<file path="src/rtl/router_pkg.sv">
// Shared constants and header decoding for the router packet FIFO.
// A header byte carries the payload length above a 2-bit destination address.
package router_pkg;

   localparam int DEF_WIDTH = 8;
   localparam int DEF_DEPTH = 16;

   // Header field bounds: address in [ADDR_W-1:0], length in [WIDTH-1:LEN_LSB].
   localparam int ADDR_W  = 2;
   localparam int LEN_LSB = ADDR_W;

   // Bytes that follow a header: payload length plus the trailing parity byte.
   function automatic logic [31:0] hdr_span(input logic [31:0] hdr_byte, input int width);
      logic [31:0] len_mask;
      len_mask = (32'd1 << (width - LEN_LSB)) - 32'd1;
      return ((hdr_byte >> LEN_LSB) & len_mask) + 32'd1;
   endfunction

endpackage

</file>
<file path="src/rtl/router_pkt_fifo_if.sv">
// Write/read handshake and status bundle of the router packet FIFO.
// The master side feeds bytes and pulls reads; the slave side is the FIFO.
interface router_pkt_fifo_if #(
   parameter int WIDTH = router_pkg::DEF_WIDTH,
   parameter int DEPTH = router_pkg::DEF_DEPTH
);
   localparam int LW = $clog2(DEPTH) + 1;

   logic             write_enb;
   logic             lfd_state;
   logic [WIDTH-1:0] data_in;
   logic             read_enb;
   logic [WIDTH-1:0] data_out;
   logic             data_valid;
   logic             sop;
   logic             eop;
   logic             empty;
   logic             full;
   logic             almost_full;
   logic [LW-1:0]    level;
   logic             overflow;
   logic             frame_err;

   modport master (
      output write_enb, lfd_state, data_in, read_enb,
      input  data_out, data_valid, sop, eop, empty, full, almost_full, level,
             overflow, frame_err
   );

   modport slave (
      input  write_enb, lfd_state, data_in, read_enb,
      output data_out, data_valid, sop, eop, empty, full, almost_full, level,
             overflow, frame_err
   );

endinterface

</file>
<file path="src/rtl/router_pkt_tracker.sv">
// Read-side packet framing: follows header/payload/parity order of bytes leaving
// the FIFO and flags truncated packets and orphan bytes.
module router_pkt_tracker
   import router_pkg::*;
#(
   parameter int WIDTH = DEF_WIDTH
) (
   input  logic             clock,
   input  logic             resetn,
   input  logic             soft_reset,
   input  logic             rd_valid,
   input  logic             rd_hdr,
   input  logic [WIDTH-1:0] rd_byte,
   output logic             sop,
   output logic             eop,
   output logic             frame_err
);
   localparam int RW = WIDTH - 1;

   logic [RW-1:0] remaining_reg;
   logic          frame_err_reg;
   logic          truncated;
   logic          orphan;

   assign truncated = rd_valid && rd_hdr && (remaining_reg != '0);
   assign orphan    = rd_valid && !rd_hdr && (remaining_reg == '0);

   // Outputs qualify the registered read data, so they line up with data_out.
   assign sop       = rd_valid && rd_hdr;
   assign eop       = rd_valid && !rd_hdr && (remaining_reg == RW'(1));
   assign frame_err = frame_err_reg || truncated || orphan;

   always_ff @(posedge clock) begin
      if (!resetn || soft_reset) begin
         remaining_reg <= '0;
         frame_err_reg <= 1'b0;
      end else begin
         if (truncated || orphan) begin
            frame_err_reg <= 1'b1;
         end
         if (rd_valid) begin
            if (rd_hdr) begin
               remaining_reg <= RW'(hdr_span(32'(rd_byte), WIDTH));
            end else if (remaining_reg != '0) begin
               remaining_reg <= remaining_reg - RW'(1);
            end
         end
      end
   end

endmodule

</file>
<file path="src/rtl/router_pkt_fifo.sv">
// Packet FIFO for the router: stores {header flag, byte}, exposes occupancy
// status and sticky overflow, and hands read-side framing to the tracker.
module router_pkt_fifo
   import router_pkg::*;
#(
   parameter int WIDTH     = DEF_WIDTH,
   parameter int DEPTH     = DEF_DEPTH,
   parameter int AF_THRESH = 2
) (
   input  logic             clock,
   input  logic             resetn,
   input  logic             soft_reset,
   router_pkt_fifo_if.slave bus
);
   localparam int AW = $clog2(DEPTH);
   localparam int PW = AW + 1;

   logic [WIDTH:0]  mem [DEPTH];
   logic [PW-1:0]   wr_ptr_reg;
   logic [PW-1:0]   rd_ptr_reg;
   logic [PW-1:0]   level_w;
   logic [PW-1:0]   free_w;
   logic [WIDTH:0]  rd_entry_reg;
   logic            data_valid_reg;
   logic            overflow_reg;
   logic            flush;
   logic            empty_w;
   logic            full_w;
   logic            wr_fire;
   logic            rd_fire;

   assign flush   = !resetn || soft_reset;
   assign empty_w = (wr_ptr_reg == rd_ptr_reg);
   assign full_w  = (wr_ptr_reg[AW] != rd_ptr_reg[AW]) &&
                    (wr_ptr_reg[AW-1:0] == rd_ptr_reg[AW-1:0]);
   assign wr_fire = bus.write_enb && !full_w;
   assign rd_fire = bus.read_enb && !empty_w;
   assign level_w = wr_ptr_reg - rd_ptr_reg;
   assign free_w  = PW'(DEPTH) - level_w;

   // Storage array is never reset; stale flags sit behind equal pointers.
   always_ff @(posedge clock) begin
      if (wr_fire && !flush) begin
         mem[wr_ptr_reg[AW-1:0]] <= {bus.lfd_state, bus.data_in};
      end
   end

   always_ff @(posedge clock) begin
      if (flush) begin
         wr_ptr_reg     <= '0;
         rd_ptr_reg     <= '0;
         rd_entry_reg   <= '0;
         data_valid_reg <= 1'b0;
         overflow_reg   <= 1'b0;
      end else begin
         if (wr_fire) begin
            wr_ptr_reg <= wr_ptr_reg + PW'(1);
         end
         if (rd_fire) begin
            rd_ptr_reg   <= rd_ptr_reg + PW'(1);
            rd_entry_reg <= mem[rd_ptr_reg[AW-1:0]];
         end
         data_valid_reg <= rd_fire;
         if (bus.write_enb && full_w) begin
            overflow_reg <= 1'b1;
         end
      end
   end

   assign bus.data_out    = rd_entry_reg[WIDTH-1:0];
   assign bus.data_valid  = data_valid_reg;
   assign bus.empty       = empty_w;
   assign bus.full        = full_w;
   assign bus.level       = level_w;
   assign bus.almost_full = (free_w <= PW'(AF_THRESH));
   assign bus.overflow    = overflow_reg;

   router_pkt_tracker #(
      .WIDTH(WIDTH)
   ) u_tracker (
      .clock     (clock),
      .resetn    (resetn),
      .soft_reset(soft_reset),
      .rd_valid  (data_valid_reg),
      .rd_hdr    (rd_entry_reg[WIDTH]),
      .rd_byte   (rd_entry_reg[WIDTH-1:0]),
      .sop       (bus.sop),
      .eop       (bus.eop),
      .frame_err (bus.frame_err)
   );

endmodule

</file>
<file path="src/flat_wrapper.sv">
// flat-port wrapper written by rule: the top's interface ports become plain ports
module router_pkt_fifo_flat import router_pkg::*;
#(
   parameter int WIDTH     = DEF_WIDTH,
   parameter int DEPTH     = DEF_DEPTH,
   parameter int AF_THRESH = 2
)
  (clock, resetn, soft_reset, bus_write_enb, bus_lfd_state, bus_data_in, bus_read_enb, bus_data_out, bus_data_valid, bus_sop, bus_eop, bus_empty, bus_full, bus_almost_full, bus_level, bus_overflow, bus_frame_err);
  router_pkt_fifo_if #(.WIDTH(WIDTH), .DEPTH(DEPTH)) bus_i ();
  input  logic clock;
  input  logic resetn;
  input  logic soft_reset;
  input wire logic [$bits(bus_i.write_enb)-1:0] bus_write_enb;
  input wire logic [$bits(bus_i.lfd_state)-1:0] bus_lfd_state;
  input wire logic [$bits(bus_i.data_in)-1:0] bus_data_in;
  input wire logic [$bits(bus_i.read_enb)-1:0] bus_read_enb;
  output wire logic [$bits(bus_i.data_out)-1:0] bus_data_out;
  output wire logic [$bits(bus_i.data_valid)-1:0] bus_data_valid;
  output wire logic [$bits(bus_i.sop)-1:0] bus_sop;
  output wire logic [$bits(bus_i.eop)-1:0] bus_eop;
  output wire logic [$bits(bus_i.empty)-1:0] bus_empty;
  output wire logic [$bits(bus_i.full)-1:0] bus_full;
  output wire logic [$bits(bus_i.almost_full)-1:0] bus_almost_full;
  output wire logic [$bits(bus_i.level)-1:0] bus_level;
  output wire logic [$bits(bus_i.overflow)-1:0] bus_overflow;
  output wire logic [$bits(bus_i.frame_err)-1:0] bus_frame_err;
  assign bus_i.write_enb = bus_write_enb;
  assign bus_i.lfd_state = bus_lfd_state;
  assign bus_i.data_in = bus_data_in;
  assign bus_i.read_enb = bus_read_enb;
  assign bus_data_out = bus_i.data_out;
  assign bus_data_valid = bus_i.data_valid;
  assign bus_sop = bus_i.sop;
  assign bus_eop = bus_i.eop;
  assign bus_empty = bus_i.empty;
  assign bus_full = bus_i.full;
  assign bus_almost_full = bus_i.almost_full;
  assign bus_level = bus_i.level;
  assign bus_overflow = bus_i.overflow;
  assign bus_frame_err = bus_i.frame_err;
  router_pkt_fifo #(.WIDTH(WIDTH), .DEPTH(DEPTH), .AF_THRESH(AF_THRESH)) u_core (.clock(clock), .resetn(resetn), .soft_reset(soft_reset), .bus(bus_i));
endmodule
</file>
<file path="config.mk">
export PLATFORM = sky130hd
export DESIGN_NAME = router_pkt_fifo_flat
export DESIGN_NICKNAME = d
export VERILOG_FILES = /design/src/rtl/router_pkg.sv /design/src/rtl/router_pkt_fifo_if.sv /design/src/rtl/router_pkt_tracker.sv /design/src/rtl/router_pkt_fifo.sv /design/src/flat_wrapper.sv
export SDC_FILE = /design/constraint.sdc
export NUM_CORES = 1
export LEC_CHECK = 0
export ABC_CLOCK_PERIOD_IN_PS = 3500
export CORE_MARGIN = 2
export CORE_UTILIZATION = 50
export CTS_BUF_LIST = sky130_fd_sc_hd__clkbuf_16
export CTS_CLUSTER_DIAMETER = 120
export DETAILED_ROUTE_END_ITERATION = 16
export GPL_ROUTABILITY_DRIVEN = 0
export MAX_ROUTING_LAYER = met4
export PLACE_DENSITY = 0.71
export SLEW_MARGIN = 20
export SYNTH_ARGS = -nofsm -noshare
export SYNTH_HDL_FRONTEND = slang
export SYNTH_SLANG_ARGS = --single-unit
</file>
<file path="constraint.sdc">
create_clock -name clock -period 3.5 [get_ports clock]
set_clock_uncertainty 0.05 [all_clocks]
set_input_delay 0.875 -clock clock [delete_from_list [all_inputs] [get_ports clock]]
set_output_delay 0.875 -clock clock [all_outputs]
set_load 0.02 [all_outputs]
</file>
---- Yosys cells after proc, flatten, opt, wreduce, memory -nomap -nowiden ----
Memory sizes are Yosys's and may differ from the RTL's. A register that Yosys moved wholly into a read port is not among the register bits.
Cells that the tools add are included.
Widths: inputs -> output; s select.
storage, ports and cells
  register bits after elaboration ......... 20
  latch bits .............................. 0
  RAM bits ................................ 144
  bits in read-only memories .............. 0
  output and inout bits ................... 21
  logic and storage cells ................. 45
  memories ................................ 1
cells by class
  add/subtract/negate cells ............... 6
  multiply operators ...................... 0
  divide/modulo/power cells ............... 0
  magnitude comparators ................... 1
  equal/unequal tests ..................... 4
  shift operators ......................... 0
  multiplexer cells ....................... 4
  bitwise gates (word level) .............. 0
  reduce and logical (&&, ||, !) cells .... 23
memories
  name        words  bits a word  rd ports  clocked after memory_dff  write ports  RTL line               text
  u_core.mem  16     9            1         1                         1            router_pkt_fifo.sv:18  logic [WIDTH:0] mem [DEPTH];
operator list
  kind                 count
  $mux 7               2
  $add 5x1->5 const B  2
  $logic_and 1x1->1    10
  $add 6x1->7 const B  1
  $eq 7x1->1 const B   1
  $logic_not 7->1      1
  $reduce_bool 7->1    1
  $sub 7x1->7 const B  1
  $eq 5x5->1           1
  $le 5x2->1 const B   1
  $logic_not 1->1      5
  $sub 5x5->5          1
  $sub 5x5->5 const A  1
  $eq 4x4->1           1
  $logic_or 1x1->1     4
  $mux 1               2
  $reduce_and 2->1     1
  $reduce_bool 2->1    1
  $ne 1x1->1           1

---- Depth between registers and ports, before layout ----
  depth after elaboration ................. 7
  mapped depth ............................ 9

---- Hierarchy ----
From an unflattened synthesis, not the netlist that was laid out.
unflattened totals
  cells, all modules ...................... 494
  area total of the unflattened synthesis .. 7438.4 um2
modules (own cells, without submodules)
  module              times used  cells an instance  area each (um2)  seq. area each (um2)
  router_pkt_fifo     1           413                6746.5           4744.6
  router_pkt_tracker  1           81                 691.9            160.2

---- Least setup slack after synthesis ----
No wires, ideal clock.
  path type ............................... register to output
  start point ............................. reg u_core.rd_ptr_reg[1]
  end point ............................... out bus_almost_full
  data arrival time ....................... 2446 ps
  data required time ...................... 2575 ps
  path slack .............................. 129 ps
  cell stages (with the launch flop) ...... 9
  buffers on the path ..................... 2
  cells stage by stage .................... dfxtp_1 -> buf_2 -> buf_2 -> inv_1 -> ha_1 -> and3b_1 -> or3_1 -> a211o_1 -> mux2i_1
on the way
  longest elaborated chain between the ends .. 3
ends and longest elaborated chain
  item                      RTL line               text
  start: declaration        router_pkt_fifo.sv:20  logic [PW-1:0] rd_ptr_reg;
  start signal: assignment  router_pkt_fifo.sv:60  rd_ptr_reg <= rd_ptr_reg + PW'(1);
  $sub 5x5->5               router_pkt_fifo.sv:38  assign level_w = wr_ptr_reg - rd_ptr_reg;
  $sub 5x5->5               router_pkt_fifo.sv:39  assign free_w = PW'(DEPTH) - level_w;
  $le 5x2->1                router_pkt_fifo.sv:75  assign bus.almost_full = (free_w <= PW'(AF_THRESH));
  end: declaration          flat_wrapper.sv:23     output wire logic [$bits(bus_i.almost_full)-1:0] bus_almost_full;
Every way passes these cells.

---- Worst setup path in the final report ----
  start point ............................. reg u_core.rd_ptr_reg[2]
  end point ............................... out bus_level[3]
on the way
  longest elaborated chain between the ends .. 1
ends and longest elaborated chain
  item              RTL line               text
  $sub 5x5->5       router_pkt_fifo.sv:38
  end: declaration  flat_wrapper.sv:24     output wire logic [$bits(bus_i.level)-1:0] bus_level;
Every way passes these cells.

==> key figures <==
Floorplanning
  • Rows: between 40 and 50
  • DIE AREA: 15500 µm²
  • Ports: 35
  • Width of the die: ~120 µm
  • Die Span Y: about 120 µm
  • Starting Density: 50.4%
  • Area of the core: 14400 µm²

Hold path
  • Hold Path End: u_core.u_tracker.frame_err_reg$_SDFFE_PP0P_
  • Worst Hold Launch: u_core.u_tracker.frame_err_reg$_SDFFE_PP0P_
  • WHS Path Cells: 2
  • HP Class: flop to flop

Setup path
  • Buffers & Inverters on Critical Path: 2
  • Startpoint Class: flop
  • R2R Setup Slk: ~1.1 ns
  • CP arrival: between 2 and 2.5 ns
  • Worst-path maximum fanout: 5
  • Worst setup path start: u_core.rd_ptr_reg[2]$_SDFFE_PP0P_
  • Crit path required time: 2.57 ns
  • Reg-to-reg endpoint: u_core.mem[1][3]$_DFFE_PP_
  • WS Path Type: flop to primary output
  • Worst path slowest cell: clkdlybuf4s50_1
  • Worst stage delay on the critical path: about 0.53 ns
  • Crit-path cells: inv_1 -> ha_1 -> and3b_1 -> or3_1 -> and2_1 -> clkdlybuf4s50_1
  • R2r worst-path depth: 7
  • CP endpoint kind: primary output
  • Reg2reg start: u_core.wr_ptr_reg[3]$_SDFFE_PP0P_
  • Crit-path leading delay family: simple AND/OR/NAND/NOR gates
  • Worst path depth: 6

Synth
  • Flops & latches, synth: ~170
  • Yosys cell types: slightly below 50
  • Cells after Synth: 480
  • Syn nets: 509
  • Share of Yosys cell area claimed by the top area cell type: just under 60%
  • Mapped Avg Cell Area: approximately 15 µm²
  • FFs w/ async S/R, synth: 0%
  • Synth Flop Type: edfxtp_1
  • EDFF count, synth: ~140
  • Post-synthesis sequential area ratio: between 60% and 70%
  • Synthesized area: between 7000 and 8000 µm²
  • Yosys top cell by area: edfxtp_1
  • Top post-synthesis cells by area: edfxtp_1 60%, dfxtp_1 8.0%, mux4_2 5.6%
  • Yosys warning count: 0

Place
  • Placed Area: about 7900 µm²
  • Port buffer count: 34
  • DPL Wire Length: ~9400 µm

Routing
  • Vias: ~4300
  • Routed length per instance: 20.3 µm
  • Final wirelength: approximately 15000 µm
  • DR DRC count: 0
  • Initial DRT Pass Iterations: 5
  • DRT antenna net count: 0
  • Vias/cell: approximately 5.8
  • Initial drt markers: about 330

Timing
  • Fin. max-slew vios: 0
  • Relative slew margins: between 50% and 60%
  • Tightest Pin Transition: 0.691 ns
  • Hold Fails Final Rpt: 0
  • Fin crit share: between 90% and 100%
  • Fmax: about 0.29 GHz
  • Final setup violation count: 0
  • Fin crit period: between 3 and 4 ns

GRT
  • Largest net degree at the start of global routing: 41
  • GR Util All Layers: between 20% and 30%
  • Vias in the first global route: approximately 4300
  • First-pass GRT wire length: roughly 23000 µm
  • Remaining Overflow, GRT: 0
  • Initial antenna violation count: 0

Power and ir drop
  • Pwr dens: around 500 nW/µm²
  • Switching part of the total power: about 20%
  • Sequential Power Share: between 50% and 60%
  • Leak: around 2.8 nW
  • Clock power share: a little under half
  • Logic pwr share: around 3.3%
  • VDD IR max: about 330 µV
  • Internal power: about 3.5 mW
  • Switch Pwr: between 0.9 and 1 mW

Cells and area
  • Synth-to-Final Area Change: 18.6%
  • Area of the multi-input gates: 2210 µm²
  • Fin nets: ~570
  • Final Core Density: approximately three fifths
  • Layout filler cell count: 1073
  • Max reg flops: between 100 and 150
  • # diodes: 0
  • Register area: between 4000 and 5000 µm²
  • Design area: 8600 µm²
  • Share of layout cells above drive strength 1: ~17%

CTS
  • Clock buffer depth: 2
  • CTS tree: built
  • Root Driver: clkbuf_16
  • CTS buffer count: 17
  • Cts hold-fix bufs: 0
  • CTS sink count: roughly 170
  • Htree depth: 4
  • Worst skew pair latency: 0.43 ns
  • Reg clk slew, reported paths: approximately 0.070 ns

Run
  • Max Cap Viol: 0

Run status
  • Run status: complete, no violations
[worst reg2reg max path: stages, from the launching register on]
cell,delay [ns]
dfxtp_1,0.51
ha_1,0.33
nand4_1,0.10
buf_4,0.17
o21a_1,0.27
nand3_1,0.20
nor3_1,0.21
buf_4,0.24
[metrics by stage]
step	setup slack (ns)	instances	power, mW	hold WS (ns)	setup TNS (ns)
finish	0.0977	736	4.41	0.403	0
global route	-0.00688	736	4.52	0.436	-0.00688
CTS	-0.00606	734	4.42	0.407	-0.00606
detailed placement	-0.0123	702	2.42	0.396	-0.0123
global placement	0.0860	702	2.42	0.392	0
floorplan	0.129	480	2.35	0.381	0
[power groups by stage]
stage | registers (mW) | clock network (mW) | logic, mW
detailed placement | 2.29 | 0 | 0.136
finish | 2.24 | 2.02 | 0.144
floorplan | 2.29 | 0 | 0.0591
global placement | 2.29 | 0 | 0.130
CTS | 2.24 | 2.04 | 0.136
global route | 2.24 | 2.12 | 0.157
[layer usage]
metal,track usage [%],vias up,routed length (µm)
li1,-,1990,-
met5,-,-,0
met4,8.86,0,299
met3,3.91,19,576
met1,25.1,2165,6190
met2,33.5,125,7880
[cell usage after synthesis, types with 10 or more instances]
library cell and count:
a21oi_1 17, a31oi_1 13, dfxtp_1 29, edfxtp_1 144, ha_1 14, inv_1 15, mux2i_1 40, mux4_2 18
nand2_1 11, nand3_1 10, nor2_1 31, o21ai_0 27
[placed cells by master, fill, tap and decap left out, drive strengths merged, types with 18 or more instances in the layout]
master         instances
edfxtp               144
mux2i                 40
nor2                  31
clkdlybuf4s50         31
buf                   30
dfxtp                 29
o21ai                 28
inv                   21
mux4                  18
[logic make-up (layout without fill, tap and decap cells)]
logic type / Yosys count / in the layout / share of synthesized area (%)
simple gates: 87 / 87 / 5.97
mux: 58 / 58 / 11.1
xor+xnor: 14 / 14 / 1.80
flops: 173 / 173 / 67.7
compound gates: 95 / 95 / 8.42
fa+ha+maj: 15 / 15 / 2.69
buf+inv: 38 / 110 / 2.33
[how the worst max path moves through the flow]
stage / endpoint
after CTS: bus_almost_full
after global placement: bus_almost_full
after floorplan: bus_almost_full
final: bus_level[3]
after global routing: bus_almost_full
after detailed placement: bus_almost_full
[cell type report]
| cell class | instances | share of cell area (%) |
|---|---|---|
| tap | 184 | 2.68 |
| inverter | 15 | 0.655 |
| clock inverter | 15 | 2.43 |
| sequential | 173 | 57.1 |
| multi-input combinational | 269 | 25.8 |
| timing repair buffer | 63 | 6.47 |
| clock buffer | 17 | 4.95 |
[repair_timing]
action	CTS	global route
setup endpoints to repair	3	2
pin swaps	0	1
gates resized for setup	6	10
setup buffers	0	2
Note: power is estimated with default switching activity, not from simulation.
